<file path="config.mk">
export PLATFORM = sky130hd
export DESIGN_NAME = pixel_word_packer_flat
export DESIGN_NICKNAME = d
export VERILOG_FILES = /design/src/rtl/pixel_word_packer_pkg.sv /design/src/rtl/pixel_word_packer_if.sv /design/src/rtl/pixel_word_packer_lane_accumulator.sv /design/src/rtl/pixel_word_packer.sv /design/src/flat_wrapper.sv
export SDC_FILE = /design/constraint.sdc
export NUM_CORES = 1
export LEC_CHECK = 0
export CAP_MARGIN = 20
export CORE_ASPECT_RATIO = 0.75
export CORE_UTILIZATION = 40
export DETAILED_ROUTE_END_ITERATION = 10
export PLACE_DENSITY = 0.64
export SYNTH_ARGS = -nofsm -noshare
export SYNTH_HDL_FRONTEND = slang
export SYNTH_SLANG_ARGS = --single-unit
</file>
<file path="constraint.sdc">
create_clock -name clk -period 4.2 [get_ports clk]
set_input_delay 0.84 -clock clk [delete_from_list [all_inputs] [get_ports clk]]
set_output_delay 0.84 -clock clk [all_outputs]
set_load 0.05 [all_outputs]
</file>
<file path="src/rtl/pixel_word_packer_pkg.sv">
// Shared parameters and width helpers for the pixel word packer.
// The output-word and lane-count widths are derived here so every file agrees on them.
package pixel_word_packer_pkg;

    localparam int DEF_IN_W  = 8;
    localparam int DEF_LANES = 5;

    function automatic int out_width(input int in_w, input int lanes);
        return in_w * lanes;
    endfunction

    // Wide enough to hold a lane count from 0 up to and including LANES.
    function automatic int count_width(input int lanes);
        return $clog2(lanes + 1);
    endfunction

endpackage

</file>
<file path="src/rtl/pixel_word_packer_if.sv">
// Lane-in / word-out handshake bundle for the pixel word packer.
interface pixel_word_packer_if
    import pixel_word_packer_pkg::*;
#(
    parameter int IN_W  = DEF_IN_W,
    parameter int LANES = DEF_LANES
);

    localparam int OUT_W = out_width(IN_W, LANES);
    localparam int CW    = count_width(LANES);

    logic [IN_W-1:0]  in_data;
    logic             in_valid;
    logic             in_last;
    logic             in_ready;
    logic [OUT_W-1:0] out_data;
    logic [CW-1:0]    out_count;
    logic             out_last;
    logic             out_valid;
    logic             out_ready;

    modport master (
        output in_data, in_valid, in_last, out_ready,
        input  in_ready, out_data, out_count, out_last, out_valid
    );

    modport slave (
        input  in_data, in_valid, in_last, out_ready,
        output in_ready, out_data, out_count, out_last, out_valid
    );

endinterface

</file>
<file path="src/rtl/pixel_word_packer_lane_accumulator.sv">
// Lane counter plus partial-word register; presents the word that would complete
// with the current lane so the top can capture it in the same cycle.
module lane_accumulator
    import pixel_word_packer_pkg::*;
#(
    parameter int IN_W  = DEF_IN_W,
    parameter int LANES = DEF_LANES,
    parameter int OUT_W = out_width(IN_W, LANES),
    parameter int CW    = count_width(LANES)
) (
    input  logic             clk,
    input  logic             rst,
    input  logic [IN_W-1:0]  lane_data,
    input  logic             take,
    input  logic             last,
    output logic             complete,
    output logic [OUT_W-1:0] word,
    output logic [CW-1:0]    count
);

    localparam logic [CW-1:0] LAST_IDX = CW'(LANES - 1);

    logic [CW-1:0]    lane_idx;
    logic [OUT_W-1:0] acc;
    logic [OUT_W-1:0] placed;

    // The first lane of a word sits in the MSBs; later lanes fill downward.
    always_comb begin
        placed = '0;
        for (int k = 0; k < LANES; k++) begin
            if (lane_idx == CW'(k)) begin
                placed[OUT_W-1-k*IN_W -: IN_W] = lane_data;
            end
        end
        word     = acc | placed;
        count    = lane_idx + CW'(1);
        complete = take && (last || (lane_idx == LAST_IDX));
    end

    always_ff @(posedge clk) begin
        if (rst) begin
            lane_idx <= '0;
            acc      <= '0;
        end else if (complete) begin
            lane_idx <= '0;
            acc      <= '0;
        end else if (take) begin
            lane_idx <= lane_idx + CW'(1);
            acc      <= word;
        end
    end

endmodule

</file>
<file path="src/rtl/pixel_word_packer.sv">
// Packs IN_W-bit pixel lanes into LANES-wide words, MSB-first, with one output
// register stage; in_last flushes a zero-padded partial word.
module pixel_word_packer
    import pixel_word_packer_pkg::*;
#(
    parameter int IN_W  = DEF_IN_W,
    parameter int LANES = DEF_LANES
) (
    input logic               clk,
    input logic               rst,
    pixel_word_packer_if.slave bus
);

    localparam int OUT_W = out_width(IN_W, LANES);
    localparam int CW    = count_width(LANES);

    logic             take;
    logic             complete;
    logic [OUT_W-1:0] word;
    logic [CW-1:0]    count;

    // Input is stalled whenever a finished word is still waiting downstream.
    assign bus.in_ready = !bus.out_valid || bus.out_ready;
    assign take         = bus.in_valid && bus.in_ready;

    lane_accumulator #(
        .IN_W  (IN_W),
        .LANES (LANES),
        .OUT_W (OUT_W),
        .CW    (CW)
    ) u_acc (
        .clk       (clk),
        .rst       (rst),
        .lane_data (bus.in_data),
        .take      (take),
        .last      (bus.in_last),
        .complete  (complete),
        .word      (word),
        .count     (count)
    );

    // A completing lane can only be taken when the register is free or draining,
    // so loading here never overwrites an undelivered word.
    always_ff @(posedge clk) begin
        if (rst) begin
            bus.out_valid <= 1'b0;
            bus.out_data  <= '0;
            bus.out_count <= '0;
            bus.out_last  <= 1'b0;
        end else if (complete) begin
            bus.out_valid <= 1'b1;
            bus.out_data  <= word;
            bus.out_count <= count;
            bus.out_last  <= bus.in_last;
        end else if (bus.out_valid && bus.out_ready) begin
            bus.out_valid <= 1'b0;
        end
    end

endmodule
</file>
<file path="src/flat_wrapper.sv">
// flat-port wrapper written by rule: the top's interface ports become plain ports
module pixel_word_packer_flat import pixel_word_packer_pkg::*;
#(
    parameter int IN_W  = DEF_IN_W,
    parameter int LANES = DEF_LANES
)
  (clk, rst, bus_in_data, bus_in_valid, bus_in_last, bus_out_ready, bus_in_ready, bus_out_data, bus_out_count, bus_out_last, bus_out_valid);
  pixel_word_packer_if #(.IN_W(IN_W), .LANES(LANES)) bus_i ();
  input logic clk;
  input logic rst;
  input wire logic [$bits(bus_i.in_data)-1:0] bus_in_data;
  input wire logic [$bits(bus_i.in_valid)-1:0] bus_in_valid;
  input wire logic [$bits(bus_i.in_last)-1:0] bus_in_last;
  input wire logic [$bits(bus_i.out_ready)-1:0] bus_out_ready;
  output wire logic [$bits(bus_i.in_ready)-1:0] bus_in_ready;
  output wire logic [$bits(bus_i.out_data)-1:0] bus_out_data;
  output wire logic [$bits(bus_i.out_count)-1:0] bus_out_count;
  output wire logic [$bits(bus_i.out_last)-1:0] bus_out_last;
  output wire logic [$bits(bus_i.out_valid)-1:0] bus_out_valid;
  assign bus_i.in_data = bus_in_data;
  assign bus_i.in_valid = bus_in_valid;
  assign bus_i.in_last = bus_in_last;
  assign bus_i.out_ready = bus_out_ready;
  assign bus_in_ready = bus_i.in_ready;
  assign bus_out_data = bus_i.out_data;
  assign bus_out_count = bus_i.out_count;
  assign bus_out_last = bus_i.out_last;
  assign bus_out_valid = bus_i.out_valid;
  pixel_word_packer #(.IN_W(IN_W), .LANES(LANES)) u_core (.clk(clk), .rst(rst), .bus(bus_i));
endmodule
</file>
==> results of run 1 <==
## cells in the mapped netlist (2+ instances only)
cell / number / share of area [%]
a31oi_1: 49 / 8.7
buf_1: 10 / 1.1
a41oi_1: 32 / 8.0
ha_1: 5 / 1.8
o21ai_0: 2 / 0.28
and2_1: 8 / 1.4
o31ai_1: 3 / 0.64
buf_6: 6 / 1.9
nand4_1: 2 / 0.36
a211oi_1: 41 / 8.7
nor2b_1: 4 / 0.71
nand3_1: 3 / 0.43
nor2_1: 33 / 3.5
buf_2: 17 / 2.4
a21oi_1: 40 / 5.7
inv_1: 4 / 0.43
dfxtp_1: 88 / 50
clkbuf_1: 20 / 2.1
## kinds of logic after synthesis
family,Yosys count
AOI/OAI and AO/OA,171
DFF,88
buffers and inverters,60
and+or+nand+nor,51
adders and majority gates,5
## routing by layer
layer  vias to the layer above  wire [microns]  track usage [%]
met3                        13             656             6.75
met1                      1455            4170             28.8
met5                         -               0                0
li1                       1471               -                -
met4                         0             108             5.38
met2                       103            4050             30.4
## final timing paths
kind	slack (ns)	to	cells past startpoint	from
max reg2reg	1.86	u_core.bus.out_data[33]	5	u_core.u_acc.lane_idx[0]
min reg2reg	0.46	u_core.u_acc.acc[2]	1	u_core.u_acc.acc[2]
max	1.10	bus_in_ready	4	bus_out_ready
min	0.46	u_core.u_acc.acc[2]	1	u_core.u_acc.acc[2]
## stage by stage
step | std cells | utilization (%) | setup slack, ns | area [sq um] | hold slack (ns)
floorplan | 375 | - | 1.83 | 3520 | 0.430
global placement | 493 | 47.2 | 1.13 | 4010 | 0.443
detailed placement | 493 | 47.2 | 1.11 | 4010 | 0.447
CTS | 509 | 50.9 | 1.10 | 4320 | 0.462
global route | 509 | 50.9 | 1.00 | 4320 | 0.481
finish | 509 | 50.9 | 1.10 | 4320 | 0.458
## worst max-delay path, stage by stage
cell	delay, ns
clkdlybuf4s50_1	0.39
nor2b_1	0.43
inv_2	0.31
buf_4	0.28
## layout by cell type, fill, tap and decap left out
cell	synthesis	routed
nand4_1	2	2
clkbuf_16	0	9
o31ai_1	3	3
a311oi_2	1	1
and2_1	8	8
a41oi_1	32	32
a21oi_1	40	40
nor2_1	33	33
a211oi_1	41	41
nand3_1	3	3
ha_1	5	5
a31oi_1	49	49
inv_2	1	1
a31o_1	1	1
a21o_1	1	1
clkbuf_8	0	2
o21ai_0	2	2
nor3_2	0	1
a31oi_2	1	1
inv_1	4	4
clkdlybuf4s50_1	0	56
bufinv_16	0	1
clkinvlp_4	0	2
clkinv_2	0	2
dfxtp_1	88	88
buf_4	1	8
buf_2	17	1
nor2b_1	4	4
## registers in the layout, summed over array words and instances (netlist names)
register               cells
u_core.bus.out_count       3
u_core.bus.out_data       40
u_core.bus.out_last        1
u_core.bus.out_valid       1
u_core.u_acc.acc          40
u_core.u_acc.lane_idx      3
## report_power, final
part,internal [uW],switching [uW]
clock network,491,321
logic,118,250
registers,876,24.5
## layout make-up
type / count / area, sq um / area share (%)
sequential: 88 / 1760 / 40.8
inverter: 5 / 18.8 / 0.435
timing repair buffer: 65 / 626 / 14.5
multi-input combinational: 227 / 1470 / 34.0
clock inverter: 5 / 55.1 / 1.27
tap: 108 / 135 / 3.13
clock buffer: 11 / 253 / 5.85
==> metrics.txt, run 1 <==
status finished, final reports clean; Fin Clk Skew 0.00563 ns; gr ovfl total 0; Post-synth EDFFs 0; xor/xnor share of the synthesized area 0%; fraction of the mapped netlist area in simple logic gates 6.57%; vias in the first global route 2803; share of cells above drive strength 1 7.23%; Final Routed Wirelength 8980 microns; Top FF cell, synth dfxtp_1; Vias/cell 5.98; clock tree buffer depth 2; final hold viol count 0; Syn Area/Cell 9.40 sq um; initial antenna violation count 0; Setup-failing EPs final 0; CP required 3.36 ns; Worst-path clk slew 0.06 ns; core area 8490 sq um; drt drc 0; max capacitance violation total 0; Syn-to-layout area delta 22.6%; Syn Std Cell Area 3520 sq um; RD Place Congestion 0.782; Async SR Flop Fraction 0%; clk sinks 88; Post-CTS Resized 0; Setup TNS Final 0 ns; unrepaired setup endpoints after global routing false; largest net degree at the start of global routing 61; HPWL Detailed 5310 microns; Fill cells 795; CTS Hold Bufs 0; global-route wire length before repair 14500 microns; FP Rows 29; power per cell area 481 nW/um^2; CP Max Fanout 21; Ys Warns 0; CP endpoint kind output port; die height 83.3 microns; Die Wd 110 microns; adder-cell share of the synthesized area 1.78%; Root Driver clkbuf_16; I/O Pins 59; worst vdd ir 0.000333 V; synth unique cells 26; HP Class flop to flop; setup bufs post-CTS 0; total CTS buffers 9; CTS tree done; Slew HR 30.7%; measured slew at the worst slew-check pin 1.04 ns; PnR Total Power 2080 uW; drt pass-1 iters 4; Startpoint Class input port; nets 414; Worst EP arrival 2.26 ns; sequential share of the synthesized area 50.0%; Cells after Synth 375; PortBufs 58; Mapped Nets 393; starting density of the core 41.5%; Yosys reg bits 88; P_leak 0.00143 uW; wire per inst 17.6 microns; antenna fix cells 0; Final period util 73.8%; die area 9190 sq um; Max Fclk 323 MHz; Tmin final 3.10 ns; clock latency at the later pin of the worst-skew pair 0.34 ns; largest family of logic cells by synthesized area compound AO/OA/AOI/OAI gates; CTS H-Tree Depth 3; post-synthesis mux area share 0%; Compound-Gate Fraction of Synth Area 33.2%; total number of vias 3042; antenna-violating nets left 0; GRT Util Overall 20.6%; critical path class input port to output port; drt initial violations 132; count of pins over their slew limit 0
Note: power is estimated with default switching activity, not from simulation.
==> inputs of run 2 (changes only) <==
Settings changed: PLACE_DENSITY 0.64 to 0.66.
Clock period 4.2 ns to 2.8 ns, I/O delays scaled along.
==> run 2 against run 1 <==
  * Non-clock buffer count up 7
  * Sequential share of layout area shrank 0.51 points
  * Setup slack got worse by 0.45 ns
  * Via count decreased by 0.95%
  * Critical path type unchanged
  * Largest cell class unchanged
==> metrics.txt, run 2 (synthesis gave the netlist of run 1 again) <==
status finished, final reports clean; CTS H-Tree Depth 3; P_leak 0.00147 uW; wire per inst 17.4 microns; post-placement cell count 499; CP endpoint kind output port; antenna fix cells 0; gr ovfl total 0; PnR Total Power 3060 uW; fin cells 516; HPWL Detailed 5480 microns; commonest non-fill, non-tap cell in the layout dfxtp_1; antenna-violating nets left 0; Final Routed Wirelength 8960 microns; CP required 2.24 ns; drt drc 0; Worst-path clk slew 0.06 ns; FP Rows 29; worst r2r src u_core.u_acc.lane_idx[0]; PortBufs 58; starting density of the core 41.5%; nets 421; initial antenna violation count 0; share of cells above drive strength 1 8.58%; measured slew at the worst slew-check pin 1.00 ns; worst r2r path cells 6; Setup-failing EPs final 0; Worst EP arrival 1.59 ns; Syn-to-layout area delta 24.1%; clk sinks 88; core area 8490 sq um; GRT Util Overall 21.1%; Worst path max stage delay 0.45 ns; setup bufs post-CTS 0; clock tree buffer depth 2; total CTS buffers 9; total number of vias 3013; drt pass-1 iters 4; Root Driver clkbuf_16; Reg-to-Reg End u_core.u_acc.acc[2]; unrepaired setup endpoints after global routing false; clock latency at the later pin of the worst-skew pair 0.34 ns; min-delay src u_core.u_acc.acc[0]; Tmin final 2.15 ns; RD Place Congestion 0.753; hold path depth 1; most frequent cells in the layout 88 x dfxtp_1, 56 x clkdlybuf4s50_1, 49 x a31oi_1; vias in the first global route 2918; Post-CTS Resized 0; final hold viol count 0; I/O Pins 59; CP Max Fanout 22; Final period util 76.9%; largest net degree at the start of global routing 47; die height 83.3 microns; CTS tree done; max capacitance violation total 0; Crit-path slowest cell clkdlybuf4s50_1; Vias/cell 5.84; die area 9190 sq um; Fin Hold WS 0.458 ns; Fin Clk Skew 0.00346 ns; Startpoint Class input port; Max Fclk 465 MHz; flop2flop setup slack 0.73 ns; CTS Hold Bufs 0; count of pins over their slew limit 0; critical path class input port to output port; Slew HR 33.2%; drt initial violations 160; worst vdd ir 0.000439 V; global-route wire length before repair 14800 microns; Setup TNS Final 0 ns; HP Class flop to flop; power per cell area 699 nW/um^2; worst path cell trace clkdlybuf4s50_1, nor2b_1, inv_2, buf_12; top flop regs u_core.bus.out_data x40, u_core.u_acc.acc x40; Worst Hold Path EP u_core.u_acc.acc[0]; Die Wd 110 microns
[run 2: changes by cell type in the layout (fill, tap and decap cells not counted), sizes merged]
| cell | previous run | this run |
|---|---|---|
| buf | 9 | 16 |
| bufinv | 1 | 0 |
| clkbuf | 11 | 13 |
| clkinvlp | 2 | 0 |
| clkinv | 2 | 3 |
[run 2: final cells by class]
| cell class | count | area, sq um |
|---|---|---|
| Timing Repair Buffer | 72 | 703 |
| Sequential cell | 88 | 1760 |
| Clock buffer | 13 | 270 |
| Fill cell | 812 | 4120 |
| Clock inverter | 3 | 15.0 |
| Inverter | 5 | 18.8 |
| Multi-Input combinational cell | 227 | 1470 |
| Tap cell | 108 | 135 |
[run 2: routing by layer]
layer | wire length, microns | share of wire [%] | vias to the layer above | GRT usage [%]
met5 | 0 | 0 | - | 0
met1 | 4170 | 47 | 1448 | 28.4
li1 | - | - | 1476 | -
met2 | 4100 | 46 | 80 | 31.6
met3 | 589 | 6.6 | 9 | 7.22
met4 | 93 | 1.0 | 0 | 6.70
[run 2: critical path: cells and delay by family]
family / cells / cell delay [ns]
buf+inv: 3 / 0.96
simple gates: 1 / 0.06
[run 2: where the power goes]
group          leakage, uW  internal, uW  switching, uW
clock             0.000145           669            470
combinational     0.000607           189            377
sequential        0.000718          1310           36.0
total              0.00147          2170            883
[run 2: per-stage QoR]
stage / instance area, sq um / setup slack, ns / util, %
floorplan: 3520 / 0.851 / -
global placement: 4080 / 0.540 / 48.1
detailed placement: 4080 / 0.505 / 48.1
CTS: 4370 / 0.648 / 51.4
global route: 4370 / 0.540 / 51.5
finish: 4370 / 0.648 / 51.5
[run 2: worst max-delay path by stage]
stage / start / endpoint
final: bus_out_ready / bus_in_ready
after global routing: u_core.u_acc.lane_idx[0] / u_core.u_acc.acc[3]
after CTS: bus_out_ready / bus_in_ready
after detailed placement: bus_out_ready / u_core.u_acc.acc[9]
after global placement: bus_out_ready / u_core.u_acc.acc[15]
after floorplan: u_core.bus.out_valid / bus_in_ready
==> inputs of run 3 (changes only) <==
Settings changed: PLACE_DENSITY 0.66 to 0.64.
Clock period 2.8 ns to 2 ns, I/O delays scaled along.
==> run 3 against run 2 <==
  * Combinational power up 47%
  * Design area up 3.5%
  * Clock skew up 0.0066 ns
  * Sequential power up 40%
  * Power up 47%
  * Sequential share of layout area down 1.4 points
  * Routed wire length up 3.3%
  * Clock-buffer cell count down 2
  * Critical path type is now flop to output port
  * Highest routed layer unchanged
==> metrics.txt, run 3 (synthesis gave the netlist of run 1 again) <==
core area 8490 sq um; P_leak 0.00154 uW; commonest non-fill, non-tap cell in the layout dfxtp_1; Setup-failing EPs final 0; clock latency at the later pin of the worst-skew pair 0.34 ns; grt met3 use 4.87%; Register Area 1760 sq um; CTS tree done; unrepaired setup endpoints after global routing false; drt pass-1 iters 5; GRT Util Overall 21.2%; Worst path max stage delay 0.82 ns; starting density of the core 41.5%; Max Fclk 524 MHz; nets 429; CP endpoint kind output port; PnR Total Power 4490 uW; Fill cells 789; post-placement cell count 508; antenna-violating nets left 0; Vias/cell 6.01; die area 9190 sq um; family with the most delay on the worst path buffers and inverters; Worst EP arrival 1.51 ns; count of pins over their slew limit 0; largest net degree at the start of global routing 84; Tmin final 1.91 ns; Root Driver clkbuf_16; RD Place Congestion 0.757; met1 Use GR 30.1%; fin cells 524; Final Routed Wirelength 9260 microns; drt drc 0; Die Wd 110 microns; CP required 1.60 ns; Worst-path clk slew 0.06 ns; CTS Hold Bufs 0; HPWL Detailed 5570 microns; max capacitance violation total 0; top flop regs u_core.bus.out_data x40, u_core.u_acc.acc x40; drt initial violations 175; worst vdd ir 0.000604 V; Syn-to-layout area delta 28.5%; most frequent cells in the layout 88 x dfxtp_1, 56 x clkdlybuf4s50_1, 49 x a31oi_1; total CTS buffers 9; Final period util 95.3%; critical path class flop to output port; I/O Pins 59; CTS H-Tree Depth 3; status finished, final reports clean; clk sinks 88; measured slew at the worst slew-check pin 0.609 ns; Crit-path slowest cell clkdlybuf4s50_1; die height 83.3 microns; HP Class flop to flop; CP Max Fanout 2; Startpoint Class flop; PortBufs 58; GR Layer Usage met2 32.0%; gr ovfl total 0; Buf/Inv on CP 1; FP Rows 29; Fin Clk Skew 0.0100 ns; vias in the first global route 2878; final hold viol count 0; worst path cell trace clkdlybuf4s50_1; wire per inst 17.7 microns; power per cell area 992 nW/um^2; total number of vias 3150; global-route wire length before repair 14800 microns; Slew HR 59.2%; share of cells above drive strength 1 10.3%; clock tree buffer depth 2; Most Used Layer, Global Route met2; multi-input logic area 1470 sq um; antenna fix cells 0; initial antenna violation count 0; Setup TNS Final 0 ns
[run 3: metrics by stage]
stage / setup slack (ns) / utilization [%] / cell area, sq um / hold WS, ns
after CTS: 0.0797 / 53.3 / 4530 / 0.462
after global routing: 0.0378 / 53.3 / 4530 / 0.477
after detailed placement: 0.0856 / 49.6 / 4210 / 0.447
final: 0.0934 / 53.3 / 4530 / 0.465
after global placement: 0.128 / 49.6 / 4210 / 0.443
after floorplan: 0.208 / - / 3520 / 0.430
[run 3: path summary, 6_finish.rpt]
kind / cells past startpoint / slack (ns) / from / to
hold / removal: 1 / 0.47 / u_core.u_acc.acc[7] / u_core.u_acc.acc[7]
hold reg to reg: 1 / 0.47 / u_core.u_acc.acc[7] / u_core.u_acc.acc[7]
setup / recovery: 1 / 0.09 / u_core.bus.out_data[29] / bus_out_data[29]
setup reg to reg: 7 / 0.23 / u_core.u_acc.lane_idx[0] / u_core.bus.out_data[26]
[run 3: area by class of cell]
| cell class | count | share of cell area, % |
|---|---|---|
| Timing Repair Buffer | 80 | 18.2 |
| Tap cell | 108 | 2.98 |
| Clock buffer | 11 | 5.14 |
| Clock inverter | 5 | 1.80 |
| Sequential cell | 88 | 38.9 |
| Multi-Input combinational cell | 227 | 32.5 |
| Inverter | 5 | 0.414 |
[run 3: metal layers]
metal / share of wire (%) / vias to the layer above / wire length, microns
met4: 1.0 / 0 / 97
met5: 0 / - / 0
met3: 6.0 / 9 / 556
li1: - / 1503 / -
met2: 46 / 105 / 4270
met1: 47 / 1533 / 4340
[run 3: timing repair]
action | 4_1_cts | 5_1_grt
setup endpoints to repair | 0 | 9
buffers inserted | 0 | 0
gates resized for setup | 0 | 1
[run 3: report_power, final]
| group | switching, uW | internal [uW] |
|---|---|---|
| Combinational | 539 | 292 |
| Sequential | 47.9 | 1840 |
| Clock | 680 | 1100 |
| Total | 1270 | 3230 |
==> variant, RTL diff (flow settings as in run 2) <==
`DEF_LANES`: 5 -> 4.
--- a/src/rtl/pixel_word_packer_pkg.sv
+++ b/src/rtl/pixel_word_packer_pkg.sv
@@ -4,5 +4,5 @@
 
     localparam int DEF_IN_W  = 8;
-    localparam int DEF_LANES = 5;
+    localparam int DEF_LANES = 4;
 
     function automatic int out_width(input int in_w, input int lanes);
Interface: changed (resized bus_out_data); port bits go from 59 to 51. No check against the original RTL was run, so the function may have changed too.
==> variant against run 2 <==
First-iteration DRC count is 24% higher; register-to-register slack better by 0.03 ns; total power is 17% lower; area after synthesis is 19% lower; routed wire length is 20% lower; count of clock-buffer cells in the layout is 2 lower; setup slack better by 0.076 ns; non-clock buffer count is 10 lower; synthesized cell count is 20% lower; sequential cell count is 16 lower; clock skew is 0.0031 ns higher; sequential power is 19% lower; design area is 17% lower; critical path type is now reg2out; largest power group unchanged.
==> variant: results (changes against run 2) <==
outcome = finished, final reports clean
Clock Pin Slew Worst Setup and Hold Paths = 0.07 ns
Iter 0 DRT Violations = 199 (+24%)
clk_skew = 0.006595 ns (+0.003136 ns)
Async S/R FF share, synth = 0 (unchanged)
r2r startpoint = u_core.u_acc.lane_idx[0]
Slew Viols, Final = 0 (unchanged)
Root Buffer Master = clkbuf_8
leak pwr = 1.232 nW (-16%)
IO buf count = 50 (-14%)
fill count = 650 (-20%)
clock latency on the worst-skew pair = 0.35 ns
slowest CP cell = clkdlybuf4s50_1
Post-synth top cells = 72 x dfxtp_1, 38 x a21oi_1, 33 x a211oi_1, 33 x a31oi_1, 27 x nor2_1
antenna cells = 0 (unchanged)
largest net degree at the start of global routing = 66 (+40%)
register area share after synthesis = 0.5022 (+0.002180)
VDD IR-drop max = 382.8 µV (-13%)
layout cells sized above 1 = 0.1020 (+0.01626)
CTS buffer count = 9 (unchanged)
vias per cell = 5.580 (-4.4%)
Max Root-Sink Buffers = 2 (unchanged)
drt first pass iters = 4 (unchanged)
Final GP Congestion = 0.7469 (-0.74%)
cts repair resizes = 0 (unchanged)
Area contributors post-synth = dfxtp_1 50%, a211oi_1 8.6%, a41oi_1 7.3%
CP max FO = 2 (-91%)
Main synth FF type = dfxtp_1
synth warn = 0 (unchanged)
placed inst area = 3386 µm² (-17%)
Post-Syn Nets = 319 (-19%)
Post-CTS Repair Setup Buffers = 0 (unchanged)
crit-path max cell delay = 0.81 ns (+0.36 ns)
biggest regs = u_core.bus.out_data (32), u_core.u_acc.acc (32)
Min-Delay Path Class = reg2reg
worst hold start = u_core.u_acc.acc[0]
H-tree levels = 3 (unchanged)
measured slew at the worst slew-check pin = 0.6648 ns (-0.3348 ns)
first-pass GRT wire length = 11,650 µm (-21%)
Wirelength per Cell = 16.30 µm (-6.1%)
Post-DP HPWL = 4316 µm (-21%)
vias in the first global route = 2,294 (-21%)
antenna violations before repair = 0 (unchanged)
Critical Path Start = u_core.bus.out_data[22]
Nets = 356 (-15%)
All-Layer GR Usage = 0.2035 (-0.007750)
Yosys cell types = 26 (unchanged)
CP delay by family, top = buffers and inverters
## variant: area by class of cell
| type | instances | share of cell area |
|---|---|---|
| Timing Repair Buffer | 62 | 0.1602 |
| Sequential cell | 72 | 0.3960 |
| Clock buffer | 11 | 0.04160 |
| Inverter | 6 | 0.006188 |
| Multi-Input combinational cell | 187 | 0.3341 |
| Tap cell | 98 | 0.03369 |
| Clock inverter | 5 | 0.02819 |
## variant: kinds of logic after synthesis
family | synth area share
compound gates | 0.3191
fa+ha+maj | 0.02180
buf+inv | 0.07628
flops | 0.5022
mux | 0.003923
simple gates | 0.07672
## variant: worst paths after layout
check                    endpoint  slack [ns]  cells past startpoint
min           u_core.u_acc.acc[0]        0.46                      1
min reg2reg   u_core.u_acc.acc[0]        0.46                      1
max              bus_out_data[22]        0.72                      1
max reg2reg  u_core.u_acc.acc[18]        0.76                      7
## variant: through the flow
stage | setup slack [ns] | util | std cells
finish | 0.7242 | 0.5303 | 441
global route | 0.6363 | 0.5303 | 441
CTS | 0.6954 | 0.5303 | 441
detailed placement | 0.6046 | 0.4933 | 425
global placement | 0.6401 | 0.4933 | 425
floorplan | 0.8605 | - | 301
## variant: metal layers
layer	track usage	part of all wire	up-vias
met5	0	0	-
li1	-	-	1211
met3	0.06697	0.068	4
met1	0.2832	0.48	1163
met2	0.3080	0.45	83
met4	0.04902	0.0053	0
## variant: where the power goes
group | internal (W) | total (W) | switching [W]
registers | 0.00107 | 0.00110 | 0.0000272
clock network | 0.000639 | 0.00102 | 0.000383
logic | 0.000144 | 0.000421 | 0.000277
